$ cat src/rtl/dma_fifo_ctrl.sv
// FIFO controller sequencing a dual-port sram with registered read data; macro DMA_FIFO_STATS_EN adds a watermark.
// Latency: a word pushed at edge E is read at edge E+1 and pop_valid rises after E+1 (2 cycles from empty).
// Backpressure: push_ready = !full (no same-cycle bypass); pop_data holds while pop_valid & !pop_ready.
module dma_fifo_ctrl #(
   parameter int FIFO_PTR   = 4,
   parameter int FIFO_WIDTH = 16,
   parameter int A_MAX      = 2**FIFO_PTR
) (
   input  logic                  clk,
   input  logic                  rst,
   input  logic                  flush,
   input  logic                  push_valid,
   output logic                  push_ready,
   input  logic [FIFO_WIDTH-1:0] push_data,
   output logic                  pop_valid,
   input  logic                  pop_ready,
   output logic [FIFO_WIDTH-1:0] pop_data,
   output logic                  sram_wren,
   output logic [FIFO_PTR-1:0]   sram_wrptr,
   output logic [FIFO_WIDTH-1:0] sram_wrdata,
   output logic                  sram_rden,
   output logic [FIFO_PTR-1:0]   sram_rdptr,
   input  logic [FIFO_WIDTH-1:0] sram_rddata,
   output logic                  full,
   output logic                  empty,
   output logic [FIFO_PTR:0]     count,
   output logic [FIFO_PTR:0]     max_count
);

   localparam logic [FIFO_PTR:0] DEPTH = (FIFO_PTR+1)'(A_MAX);
   localparam logic [FIFO_PTR:0] ONE   = (FIFO_PTR+1)'(1);

   // Pointers carry an extra wrap bit so a full sram is distinguishable from empty.
   logic [FIFO_PTR:0] wp;
   logic [FIFO_PTR:0] rp;
   logic [FIFO_PTR:0] sram_cnt;
   logic              out_v;
   logic              clr;

   assign clr      = rst | flush;
   assign sram_cnt = wp - rp;

   // Status and sram port decode; a clearing cycle suppresses both sram ports.
   always_comb begin
      full        = (sram_cnt == DEPTH);
      push_ready  = !full;
      sram_wren   = push_valid & push_ready & !clr;
      sram_wrptr  = wp[FIFO_PTR-1:0];
      sram_wrdata = push_data;
      // A read only issues when the output register is free or being emptied this cycle,
      // which keeps pop_data stable during a stall.
      sram_rden   = (sram_cnt != '0) & (!out_v | pop_ready) & !clr;
      sram_rdptr  = rp[FIFO_PTR-1:0];
      pop_valid   = out_v;
      pop_data    = sram_rddata;
      count       = sram_cnt + {{FIFO_PTR{1'b0}}, out_v};
      empty       = (count == '0);
   end

   // Pointer and output-stage state; clear wins over any push or pop.
   always_ff @(posedge clk) begin
      if (clr) begin
         wp    <= '0;
         rp    <= '0;
         out_v <= 1'b0;
      end else begin
         if (sram_wren) begin
            wp <= wp + ONE;
         end
         if (sram_rden) begin
            rp    <= rp + ONE;
            out_v <= 1'b1;
         end else if (out_v & pop_ready) begin
            out_v <= 1'b0;
         end
      end
   end

`ifdef DMA_FIFO_STATS_EN
   logic [FIFO_PTR:0] max_q;

   // High watermark of count; survives flush so it reflects the whole run since reset.
   always_ff @(posedge clk) begin
      if (rst) begin
         max_q <= '0;
      end else if (count > max_q) begin
         max_q <= count;
      end
   end

   assign max_count = max_q;
`else
   assign max_count = '0;
`endif

endmodule

$ cat config.mk
export PLATFORM = sky130hd
export DESIGN_NAME = dma_fifo_ctrl
export DESIGN_NICKNAME = d
export VERILOG_FILES = /design/src/rtl/dma_fifo_ctrl.sv
export SDC_FILE = /design/constraint.sdc
export NUM_CORES = 1
export LEC_CHECK = 0
export BUFFER_PORTS_ARGS = -buffer_cell sky130_fd_sc_hd__buf_2
export CAP_MARGIN = 25
export CORE_MARGIN = 1
export CORE_UTILIZATION = 41
export CTS_BUF_LIST = sky130_fd_sc_hd__clkbuf_4
export DETAILED_ROUTE_END_ITERATION = 8
export GPL_TIMING_DRIVEN = 0
export PLACE_DENSITY_LB_ADDON = 0.08
export SLEW_MARGIN = 10
export SYNTH_ARGS = -nofsm -noshare
export SYNTH_HDL_FRONTEND = slang
export SYNTH_SLANG_ARGS = --single-unit
export TNS_END_PERCENT = 1
$ cat constraint.sdc
create_clock -name clk -period 2.6 [get_ports clk]
set_input_delay 0.52 -clock clk [delete_from_list [all_inputs] [get_ports clk]]
set_output_delay 0.52 -clock clk [all_outputs]
set_load 0.01 [all_outputs]
==> results.cfg <==
[timing]
rsz0062_at_grt = true
slew_violations = 0
timing_hold_violations_final = 0
finClkSkew_ps = 6.52
setup_viol = 7
min_period_ps = 2890
fin_tns_setup_ps = -1600
setup_ws_ps = -293
fmax_ghz = 0.346
period_share_pct = 111

[synthesis]
ys_types = 35
seq_area_frac_synth_pct = 18.7
synth_fa_ha_area_share_pct = 10.2
synthesis.instances = 145
synth_top_family_by_area = buffers and inverters
syn-mean-instance-area_um2 = 8.14
synth-simple-area-share_pct = 18.3
synth-xor-area-share_pct = 4.35
post_synth_instance_area_um2 = 1180
ys_warn_count = 0
synth_compound_area_share_pct = 14.7
synth_mux_area_share_pct = 0
ys_seq_elements = 11

[worst_setup_path]
critPathMaxFanout = 5
worst_setup_path_start_kind = flop
cp_common_cell = buf_6
critical_path_class = flop to output pin
cp.required_ps = 2080
slowest_stage = fa_2
arrival_ps = 2370
cp_slowest_stage_delay_ps = 480
path_cells = inv_4 > ha_4 > inv_2 > fa_2 > nand3b_1 > a211oi_4 > o211a_4 > buf_6 > buf_6
end_kind = output pin

[clocking]
clk_path_buf_depth = 2
htreeDepth = 1
clock_sinks = 11
cts_hold_buf = 0
numCtsBuffers = 3
insertion_delay_ps = 270
cts_tree = yes
path_clk_slew_ps = 80
cts_root_buffer = clkbuf_4

[grt]
grt-ovfl-total = 0
grt_antenna_before_repair = 0
grt_start_max_net_pins = 13
grt_pass1_wl_um = 4400
first_global_vias = 1099
grt_usage_pct = 17.4

[place]
routabilityCongestion = 0.795
dp_hpwl_um = 2020
port_buffers = 55

[final_layout]
layout.nets = 261
diodes = 0
syn_to_final_growth_pct = 47.1
drive_above_1_share_pct = 64.5

[pwr]
total_power_uw = 1190
pwr_density_cell_nw_per_um2 = 686
leakage_uw = 0.000876
ir_worst_vdd_uv = 712

[routing]
drcViolationCount = 0
drt-pass1-iter-count = 4
drt_wl_total_um = 2890
routedWlPerCell_um = 11.8
vias_per_cell = 5.05
vias = 1238
antenna_left = 0
dr.first_iter.drc_count = 15

[die]
coreArea_um2 = 2730
ios = 93
dieArea_um2 = 3100
die_h_um = 55.6
rows = 19
die_x_um = 55.6
initial_utilization_pct = 43.2

[hold_path]
hp-class = input port to flop

[status]
status = finished with violations
violations = negative setup slack

[run]
maxCapViolations = 0
Yosys cell counts:
master	instances	share of area (%)
nand2_1	4	1.3
a211oi_1	1	0.64
xor2_1	1	0.74
fa_1	1	1.7
nor3b_1	1	0.64
and4b_4	1	1.2
and3_1	1	0.53
xor2_2	1	1.4
or3_1	8	4.2
a21o_1	1	0.64
clkbuf_1	1	0.32
a21oi_1	11	4.7
and4b_1	1	0.85
nand4_1	3	1.6
o2bb2a_4	1	1.7
ha_1	8	8.5
nand2b_1	1	0.53
conb_1	1	0.32
o211a_1	1	0.85
o21ai_0	10	4.2
dfxtp_1	11	19
a21boi_0	1	0.64
nand3b_1	4	2.5
buf_6	2	1.9
nor4_1	1	0.53
or2_2	1	0.53
nand3_1	3	1.3
nor3_1	3	1.3
o31a_1	1	0.74
inv_1	8	2.5
nor2b_1	2	1.1
nor2_1	1	0.32
buf_4	45	29
o21a_1	1	0.64
xnor2_1	3	2.2
metal layers:
layer  GRT usage [%]  vias up  wire length (µm)
met3            1.86        4               261
met4            7.86        0                28
li1                -      590                 -
met1            18.0      558              1060
met2            34.4       86              1540
met5               0        -                 0
metrics by stage:
stage | instances | setup WS (ps) | area [µm²] | hold WS [ps] | utilization, %
2_1_floorplan | 149 | -43.0 | 1200 | 470 | -
6_report | 245 | -293 | 1740 | 487 | 63.5
5_1_grt | 245 | -368 | 1740 | 524 | 63.5
3_5_place_dp | 235 | -238 | 1510 | 497 | 55.4
3_3_place_gp | 235 | -197 | 1510 | 486 | 55.4
4_1_cts | 240 | -269 | 1640 | 491 | 60.1
final cells by class:
type	count	area (µm²)
timing repair buffer	62	344
sequential	11	226
buffer	46	342
fill	251	998
inverter	8	32.5
multi-input combinational	83	722
tap	31	38.8
clock buffer	4	30.0
registers in the layout, indices dropped and copies added, names as in the netlist:
signal     count
rp             5
wp             5
pop_valid      1
cell families after synthesis:
kind of cell    Yosys count
xor+xnor                  5
other cells               1
compound gates           28
fa+ha+maj                 9
flops                    11
buf+inv                  56
simple gates             35
cell usage in the layout (no fill, tap or decap), types with 3 or more instances in the layout:
cell type,synthesis,routed
nor3_2,0,3
clkbuf_4,0,4
buf_6,2,3
inv_1,8,5
ha_1,8,5
conb_1,1,5
buf_4,45,51
or3_1,8,7
dfxtp_1,11,8
nand3_1,3,3
buf_2,0,53
o21ai_0,10,9
nand3b_1,4,4
nand2_1,4,3
ha_4,0,3
a21oi_1,11,10
nand4_1,3,3
worst paths after layout:
| kind | cells after the start | slack (ps) | start | end |
|---|---|---|---|---|
| max | 9 | -290 | wp[0] | full |
| min | 3 | 490 | rst | wp[4] |
| max reg2reg | 11 | -10 | wp[0] | wp[4] |
| min reg2reg | 2 | 510 | rp[4] | rp[4] |
worst max-delay path, delay by kind of cell (launching register included):
kind / cells / cell delay (ps)
buffers and inverters: 4 / 280
AND/OR/NAND/NOR: 1 / 230
AO/OA/AOI/OAI: 2 / 600
adder cells (fa/ha/maj): 2 / 630
flip-flops: 1 / 360
power by group:
group	internal [µW]	leakage (µW)	switching, µW
logic	428	0.000767	425
registers	186	0.0000907	21.4
clock network	69.9	0.0000184	60.6
timing repair:
item | 4_1_cts | 5_1_grt
gates cloned | 0 | 1
hold endpoints to repair | 0 | 0
setup endpoints to repair | 8 | 7
pin swaps | 7 | 8
buffers inserted | 3 | 4
resized for setup | 26 | 10
Note: power is estimated with default switching activity, not from simulation.
